### config.mk
export PLATFORM = sky130hd
export DESIGN_NAME = pc_next_unit
export DESIGN_NICKNAME = d
export VERILOG_FILES = /design/src/rtl/pc_next_unit.sv
export SDC_FILE = /design/constraint.sdc
export NUM_CORES = 1
export LEC_CHECK = 0
export CORE_UTILIZATION = 28
export DETAILED_ROUTE_END_ITERATION = 10
export GPL_ROUTABILITY_DRIVEN = 0
export SLEW_MARGIN = 15
export SYNTH_ARGS = -nofsm -noshare
export SYNTH_HDL_FRONTEND = slang
export SYNTH_SLANG_ARGS = --single-unit
export TNS_END_PERCENT = 1
### constraint.sdc
create_clock -name clk_i -period 2.28 [get_ports clk_i]
set_clock_uncertainty 0.15 [all_clocks]
set_input_delay 0.456 -clock clk_i [delete_from_list [all_inputs] [get_ports clk_i]]
set_output_delay 0.456 -clock clk_i [all_outputs]
set_load 0.01 [all_outputs]
### src/rtl/pc_next_unit.sv
// Next-PC stage: computes sequential, branch or jump target plus link address,
// holds it in a one-entry output register and counts taken, aligned redirects.
module pc_next_unit #(
  parameter int unsigned     XLEN     = 32,
  parameter logic [XLEN-1:0] RESET_PC = '0,
  parameter bit              ALIGN_C  = 1'b1,
  parameter int unsigned     CNT_W    = 16
) (
  input  logic             clk_i,
  input  logic             rst_ni,
  input  logic             valid_i,
  output logic             ready_o,
  input  logic [1:0]       mode_i,
  input  logic [XLEN-1:0]  pc_i,
  input  logic [XLEN-1:0]  rs1_i,
  input  logic [XLEN-1:0]  imm_i,
  input  logic             compressed_i,
  input  logic             cmp_i,
  input  logic             clr_cnt_i,
  output logic             valid_o,
  input  logic             ready_i,
  output logic [XLEN-1:0]  pc_next_o,
  output logic [XLEN-1:0]  link_o,
  output logic             taken_o,
  output logic             misaligned_o,
  output logic [CNT_W-1:0] redirect_cnt_o
);

  typedef enum logic [1:0] {
    MODE_SEQ    = 2'd0,
    MODE_BRANCH = 2'd1,
    MODE_JAL    = 2'd2,
    MODE_JALR   = 2'd3
  } mode_e;

  localparam logic [CNT_W-1:0] CNT_MAX = '1;

  logic [XLEN-1:0] step;
  logic [XLEN-1:0] link_c;
  logic [XLEN-1:0] next_c;
  logic            taken_c;
  logic            mis_c;
  logic            accept;

  // Only ready_i reaches ready_o combinationally; one entry, no skid buffer.
  assign ready_o = ~valid_o | ready_i;
  assign accept  = valid_i & ready_o;

  // Target, link and alignment computation; all sums wrap modulo 2^XLEN.
  always_comb begin
    step    = compressed_i ? XLEN'(2) : XLEN'(4);
    link_c  = pc_i + step;
    next_c  = link_c;
    taken_c = 1'b0;
    mis_c   = 1'b0;
    case (mode_e'(mode_i))
      MODE_SEQ: begin
        next_c  = link_c;
        taken_c = 1'b0;
      end
      MODE_BRANCH: begin
        taken_c = cmp_i;
        next_c  = cmp_i ? (pc_i + imm_i) : link_c;
      end
      MODE_JAL: begin
        next_c  = pc_i + imm_i;
        taken_c = 1'b1;
      end
      MODE_JALR: begin
        next_c  = (rs1_i + imm_i) & ~XLEN'(1);
        taken_c = 1'b1;
      end
      default: begin
        next_c  = link_c;
        taken_c = 1'b0;
      end
    endcase
    if (ALIGN_C) mis_c = taken_c & next_c[0];
    else         mis_c = taken_c & (next_c[1:0] != 2'b00);
  end

  // Output register: load on accept, otherwise drop valid once consumed.
  always_ff @(posedge clk_i or negedge rst_ni) begin
    if (!rst_ni) begin
      valid_o      <= 1'b0;
      pc_next_o    <= RESET_PC;
      link_o       <= '0;
      taken_o      <= 1'b0;
      misaligned_o <= 1'b0;
    end else if (accept) begin
      valid_o      <= 1'b1;
      pc_next_o    <= next_c;
      link_o       <= link_c;
      taken_o      <= taken_c;
      misaligned_o <= mis_c;
    end else if (ready_i) begin
      valid_o      <= 1'b0;
    end
  end

  // Saturating redirect counter; clear has priority over an increment.
  always_ff @(posedge clk_i or negedge rst_ni) begin
    if (!rst_ni) begin
      redirect_cnt_o <= '0;
    end else if (clr_cnt_i) begin
      redirect_cnt_o <= '0;
    end else if (accept && taken_c && !mis_c && (redirect_cnt_o != CNT_MAX)) begin
      redirect_cnt_o <= redirect_cnt_o + CNT_W'(1);
    end
  end

endmodule

==> impl_summary.log, run 1 <==
INFO  metric grtUsageTotal = 23.03%
INFO  metric synthFlopType = dfrtp_1
INFO  metric crit_type = primary input to flip-flop
INFO  metric worstPathArrival = 2.66 ns
INFO  metric vias = 9541
INFO  metric final.period_utilization = 111.6%
INFO  metric avgViaCountPerCell = 5.191
INFO  metric placement.setup.worst_slack = -1.258 ns
INFO  metric finish.net_count = 1633
INFO  metric drc = 0
INFO  metric crit_required = 2.40 ns
INFO  metric worstHoldPathType = primary input to flip-flop
INFO  metric synth_edf_count = 0
INFO  metric htreeDepth = 3
INFO  metric tightestPinTransition = 0.6195 ns
INFO  metric pleak = 6.079 nW
INFO  metric standard_cell_core_area = 27250 µm²
INFO  metric finalHoldViolCount = 0
INFO  metric timing.hold.ws = 0.2553 ns
INFO  metric drt-wirelength-per-cell = 18.25 µm
INFO  metric path_clk_slew = 0.08 ns
INFO  metric globalRoute.totalOverflow = 0
INFO  metric detailed_place_hpwl = 25920 µm
INFO  metric worstSetupEndpointType = flip-flop
INFO  metric worstSetupStartpoint = imm_i[11]
INFO  metric drt_wl_total = 33540 µm
INFO  metric r2r_start = redirect_cnt_o[9]
INFO  metric clock-sinks = 83
INFO  metric ios = 189
INFO  metric final_core_util = 51.27%
INFO  metric maxCapViolations = 0
INFO  metric grt_start_max_net_pins = 76
INFO  metric netlist.area_leader.share = 26.47%
INFO  metric failed_checks = negative setup slack
INFO  metric maxClockFrequency = 0.3931 GHz
INFO  metric synth.distinct_cells = 76
INFO  metric grt_antenna_before_repair = 0
INFO  metric post-place-cells = 1796
INFO  metric finalNonFillerCells = 1838
INFO  metric io_buffer_count = 188
INFO  metric die_y = 169.4 µm
INFO  metric crit_fanout = 4
INFO  metric post_route_cells_drive_above_1_share = 37.45%
INFO  metric reg2reg_slack = 0.13 ns
INFO  metric synth_async_sr_flop_share = 100.0%
INFO  metric grt_pass1_wl = 51580 µm
INFO  metric synthesis.area_per_instance = 8.016 µm²
INFO  metric fin_total_pwr = 6.761 mW
INFO  metric post_synth_main_area_contributors = dfrtp_1 26%, ha_1 10%, nand2_1 5.8%
INFO  metric dieArea = 28700 µm²
INFO  metric commonest_non_fill_non_tap_cell_in_the_layout = buf_4
INFO  metric synth_nets = 1151
INFO  metric dr.first_iter.drc_count = 569
INFO  metric report.final.slew_viol_count = 0
INFO  metric start_kind = primary input
INFO  metric placedInstanceArea = 12320 µm²
INFO  metric timing.max_slew.rel_slack = 58.57%
INFO  metric first_pass_iters = 5
INFO  metric outcome = finished, violations left
INFO  metric number_of_warnings_reported_in_the_yosys_synthesis_log = 0
INFO  metric finalSetupViolCount = 24
INFO  metric setup_tns = -3.970 ns
INFO  metric mostFrequentLayoutCells = 309 x buf_4, 117 x nand2_1, 108 x clkdlybuf4s50_1
INFO  metric detail-route-antenna-nets = 0
INFO  metric first_global_vias = 9756
INFO  metric cts_buffer_depth = 2
INFO  metric register_bit_count_reported_by_yosys = 83
INFO  metric netlist_instances = 979
INFO  metric synthesis.area = 7848 µm²
INFO  metric min-delay-start = pc_i[0]
INFO  metric minimum_period_implied_by_the_final_worst_setup_slack = 2.544 ns
INFO  metric diodes = 0
INFO  metric clock_tree_from_tritoncts = done
INFO  metric power_density = 483.9 nW/µm²
INFO  metric start_util = 28.80%
INFO  metric synth_top_cell_by_area = dfrtp_1
INFO  metric num_cts_buffers = 9
INFO  metric num_rows = 60
INFO  metric die_width = 169.4 µm
INFO  metric synth.yosys.seq_area_share = 26.47%
INFO  metric clock_insertion_delay_worst_skew = 0.35 ns
INFO  metric irDropWorstVdd = 0.0003323 V
INFO  metric area_delta_synth_final = 78.05%
INFO  metric clk_root_buffer_cell = clkbuf_16
INFO  metric timing.final.ws_setup = -0.2640 ns
INFO  metric final_cell_area = 13970 µm²
INFO  metric unrepaired_setup_endpoints_after_global_routing = true
-- synth_stat cells, types with 20 or more instances --
library cell,instances
nor2_1,76
dfrtp_1,83
ha_1,64
o21ai_0,82
clkbuf_1,26
nand2_1,122
a21o_1,35
xor2_1,38
a21oi_1,86
inv_1,20
nand3_1,39
xnor2_1,39
-- sequential cells by signal (all words and copies together), names as in the netlist --
signal / cells
link_o: 32
valid_o: 1
pc_next_o: 32
taken_o: 1
redirect_cnt_o: 16
misaligned_o: 1
-- cells by family after synthesis --
| family | synth area share, % |
|---|---|
| flip-flops | 26.47 |
| buffers and inverters | 2.886 |
| AO/OA/AOI/OAI | 28.41 |
| multiplexers | 1.148 |
| AND/OR/NAND/NOR | 21.52 |
| adder cells (fa/ha/maj) | 10.97 |
| XOR/XNOR | 8.594 |
-- path summary, 6_finish.rpt --
kind / endpoint / depth (start not counted)
worst max-delay path: pc_next_o[20] / 12
worst min register to register: pc_next_o[2] / 2
worst max register to register: redirect_cnt_o[15] / 7
max in group asynchronous: redirect_cnt_o[10] / 3
worst min-delay path: link_o[0] / 4
min in group asynchronous: pc_next_o[6] / 2
-- per-layer routing --
layer	global-route usage [%]	wire length, µm	vias up
li1	-	-	4571
met1	29.31	14640	4571
met2	39.97	16130	329
met3	2.589	1617	70
met4	8.382	1156	0
met5	0	0	-
-- critical path, cell delays in order --
cell,delay [ns]
buf_8,0.10
ha_4,0.23
a21o_1,0.17
a21o_1,0.19
a221oi_4,0.37
a211oi_4,0.10
buf_6,0.15
buf_6,0.11
o21a_1,0.18
o21a_1,0.21
o21a_1,0.20
o31ai_2,0.20
-- cell type report --
| class | count | area (µm²) |
|---|---|---|
| Fill cell | 2533 | 13280 |
| Multi-Input combinational cell | 839 | 6804 |
| Timing Repair Buffer | 508 | 4234 |
| Sequential cell | 83 | 2077 |
| Tap cell | 372 | 465.4 |
| Clock buffer | 12 | 256.5 |
| Inverter | 20 | 77.57 |
| Clock inverter | 4 | 57.56 |
-- report_power, final --
part / internal, mW / switching (mW) / leakage [nW]
sequential: 1.68 / 0.161 / 1.03
clock: 0.922 / 0.694 / 0.151
combinational: 1.73 / 1.58 / 4.89
-- timing repair --
item                                    4_1_cts  5_1_grt
pin swaps                                    94       50
hold buffers                                  1        0
endpoints found under the setup margin       67       44
setup buffers                                23        3
gates cloned                                  0        0
hold endpoints to repair                     32        0
resized for setup                           325       78
Note: power is estimated with default switching activity, not from simulation.
==> run 2, diff against run 1 <==
==> constraint.sdc (replaced) <==
create_clock -name clk_i -period 2.5 [get_ports clk_i]
set_clock_uncertainty 0.15 [all_clocks]
set_input_delay 0.5 -clock clk_i [delete_from_list [all_inputs] [get_ports clk_i]]
set_output_delay 0.5 -clock clk_i [all_outputs]
set_load 0.01 [all_outputs]
==> run 2 against run 1 <==
Effect of this change:
- the flow still finishes with violations (negative setup slack)
- wire length shrank 1.5%
- worst setup slack better by 0.16 ns
- critical path depth down 1
- cell count down 0.60%
- worst hold slack worse by 0.25 ns
- combinational power fell by 11%
- first-iteration DRC count up 19%
- critical path type unchanged
- clock power fell by 19%
- highest routed layer unchanged
- largest power group unchanged
==> impl_summary.log, run 2 (same netlist as run 1, synthesis figures left out) <==
INFO  metric post_route_cells_drive_above_1_share = 35.53% (-1.9 points)
INFO  metric crit_type = primary input to flip-flop
INFO  metric minimum_period_implied_by_the_final_worst_setup_slack = 2.604 ns
INFO  metric detail-route-antenna-nets = 0 (unchanged)
INFO  metric worstHoldPathType = primary input to async pin
INFO  metric clock_insertion_delay_worst_skew = 0.35 ns (about the same)
INFO  metric gr-max-usage-layer = met2
INFO  metric dr.first_iter.drc_count = 678 (+19%)
INFO  metric grt_pass1_wl = 51580 µm (unchanged)
INFO  metric die_width = 169.4 µm (unchanged)
INFO  metric grtUsageTotal = 23.08% (+0.058 points)
INFO  metric crit_fanout = 5 (+1)
INFO  metric diodes = 0 (unchanged)
INFO  metric tightestPinTransition = 0.6202 ns (+0.0007007 ns)
INFO  metric io_buffer_count = 188 (unchanged)
INFO  metric holdBufCountCts = 0 (-1)
INFO  metric ios = 189 (unchanged)
INFO  metric avgViaCountPerCell = 5.239 (+0.93%)
INFO  metric num_cts_buffers = 9 (unchanged)
INFO  metric clock-sinks = 83 (unchanged)
INFO  metric crit_required = 2.57 ns (+0.17 ns)
INFO  metric power_density = 433.9 nW/µm² (-10%)
INFO  metric start_kind = primary input
INFO  metric detailed_place_hpwl = 25730 µm (-0.73%)
INFO  metric drt-wirelength-per-cell = 18.08 µm (-0.94%)
INFO  metric pleak = 5.930 nW (-2.5%)
INFO  metric timing.final.ws_setup = -0.1039 ns (+0.1601 ns)
INFO  metric dieArea = 28700 µm² (unchanged)
INFO  metric start_util = 28.80% (unchanged)
INFO  metric standard_cell_core_area = 27250 µm² (unchanged)
INFO  metric grt_start_max_net_pins = 45 (-41%)
INFO  metric drt_wl_total = 33030 µm (-1.5%)
INFO  metric unrepaired_setup_endpoints_after_global_routing = true
INFO  metric worstPathArrival = 2.68 ns (+0.02 ns)
INFO  metric met3_usage = 3.335% (+0.75 points)
INFO  metric crit_chain = clkdlybuf4s50_1, ha_4, buf_4, nand2_1, nor2_2, o211ai_1, a21o_1, a31oi_4, or3_1, a31oi_1, a21oi_1
INFO  metric area_delta_synth_final = 74.75%
INFO  metric grtUsageMet2 = 38.95% (-1.0 points)
INFO  metric first_global_vias = 9526 (-2.4%)
INFO  metric maxCapViolations = 0 (unchanged)
INFO  metric num_rows = 60 (unchanged)
INFO  metric path_clk_slew = 0.08 ns (about the same)
INFO  metric worstSetupEndpointType = flip-flop
INFO  metric final.period_utilization = 104.2%
INFO  metric drc = 0 (unchanged)
INFO  metric finalSetupViolCount = 12 (-50%)
INFO  metric timing.hold.ws = 0.006850 ns (-0.2485 ns)
INFO  metric report.final.slew_viol_count = 0 (unchanged)
INFO  metric finalHoldViolCount = 0 (unchanged)
INFO  metric failed_checks = negative setup slack
INFO  metric setup_tns = -0.6393 ns (+3.331 ns)
INFO  metric htreeDepth = 3 (unchanged)
INFO  metric clk_root_buffer_cell = clkbuf_16
INFO  metric first_pass_iters = 5 (unchanged)
INFO  metric biggestRegsByFlops = link_o (32), pc_next_o (32), redirect_cnt_o (16)
INFO  metric die_y = 169.4 µm (unchanged)
INFO  metric clock_tree_from_tritoncts = done
INFO  metric irDropWorstVdd = 0.0003061 V (-7.9%)
INFO  metric outcome = finished, violations left
INFO  metric commonest_non_fill_non_tap_cell_in_the_layout = buf_4
INFO  metric vias = 9572 (+0.32%)
INFO  metric timing.max_slew.rel_slack = 58.66% (+0.083 points)
INFO  metric critical-path-max-stage-delay = 0.51 ns (+0.14 ns)
INFO  metric finish.net_count = 1622 (-0.67%)
INFO  metric worst_path_max_delay_cell = clkdlybuf4s50_1
INFO  metric global_route.usage.met1 = 30.36% (+1.0 points)
INFO  metric final_core_util = 50.32% (-0.95 points)
INFO  metric cts_buffer_depth = 2 (unchanged)
INFO  metric maxClockFrequency = 0.3840 GHz
INFO  metric globalRoute.totalOverflow = 0 (unchanged)
INFO  metric mostFrequentLayoutCells = 307 x buf_4, 120 x nand2_1, 113 x clkdlybuf4s50_1
INFO  metric grt_antenna_before_repair = 0 (unchanged)
run 2: cell types whose count changed in the layout (fill, tap and decap cells not counted), sizes merged, moves of 2 or more:
| cell | delta |
|---|---|
| clkdlybuf4s50 | +5 |
| dlymetal6s2s | -4 |
| clkinv | +2 |
| clkbuf | -7 |
| dlygate4sd2 | +7 |
| buf | -10 |
| clkdlybuf4s15 | -2 |
run 2: worst max-delay path, delay by kind of cell:
family | cells | cell delay [ns]
simple gates | 3 | 0.44
compound gates | 5 | 0.86
fa+ha+maj | 1 | 0.22
buf+inv | 2 | 0.65
run 2: area by class of cell:
class	count	area, µm²
tap	372	465.4
clock inverter	5	38.79
multi-input combinational	839	6690
fill	2566	13540
timing repair buffer	497	4131
sequential	83	2077
inverter	20	77.57
clock buffer	11	232.7
run 2: routing by layer:
layer  vias to the layer above  wire (µm)
met5                         -          0
met4                         0       1010
met3                        53       1773
met2                       352      15630
met1                      4588      14610
li1                       4579          -
run 2: report_power, final:
group / switching [mW] / leakage (nW) / internal, mW
Clock: 0.639 / 0.130 / 0.682
Combinational: 1.42 / 4.77 / 1.54
Sequential: 0.142 / 1.03 / 1.53
run 2: path summary, 6_finish.rpt:
check,from,endpoint,slack [ns],cells past startpoint
max in group asynchronous,rst_ni,pc_next_o[9],1.45,2
setup reg to reg,redirect_cnt_o[7],redirect_cnt_o[9],0.23,7
hold reg to reg,pc_next_o[4],pc_next_o[4],0.33,2
min in group clk_i,pc_i[0],link_o[0],0.29,4
setup / recovery,rs1_i[17],pc_next_o[27],-0.10,11
hold / removal,rst_ni,pc_next_o[19],0.007,1
run 2: through the flow:
| step | instances | worst slack, ns | power [mW] | area (µm²) |
|---|---|---|---|---|
| 2_1_floorplan | 979 | -0.1383 | 2.845 | 7895 |
| 3_3_place_gp | 1794 | -1.025 | 4.300 | 12280 |
| 3_5_place_dp | 1794 | -1.082 | 4.320 | 12280 |
| 4_1_cts | 1827 | -0.05124 | 5.908 | 13590 |
| 5_1_grt | 1827 | -0.1879 | 6.259 | 13710 |
| 6_report | 1827 | -0.1039 | 5.951 | 13710 |
run 2: what timing repair did:
| item | 4_1_cts | 5_1_grt |
|---|---|---|
| setup endpoints to repair | 56 | 30 |
| resized for setup | 320 | 34 |
| setup buffers | 18 | 0 |
| pin swaps | 97 | 31 |
| gates cloned | 0 | 0 |
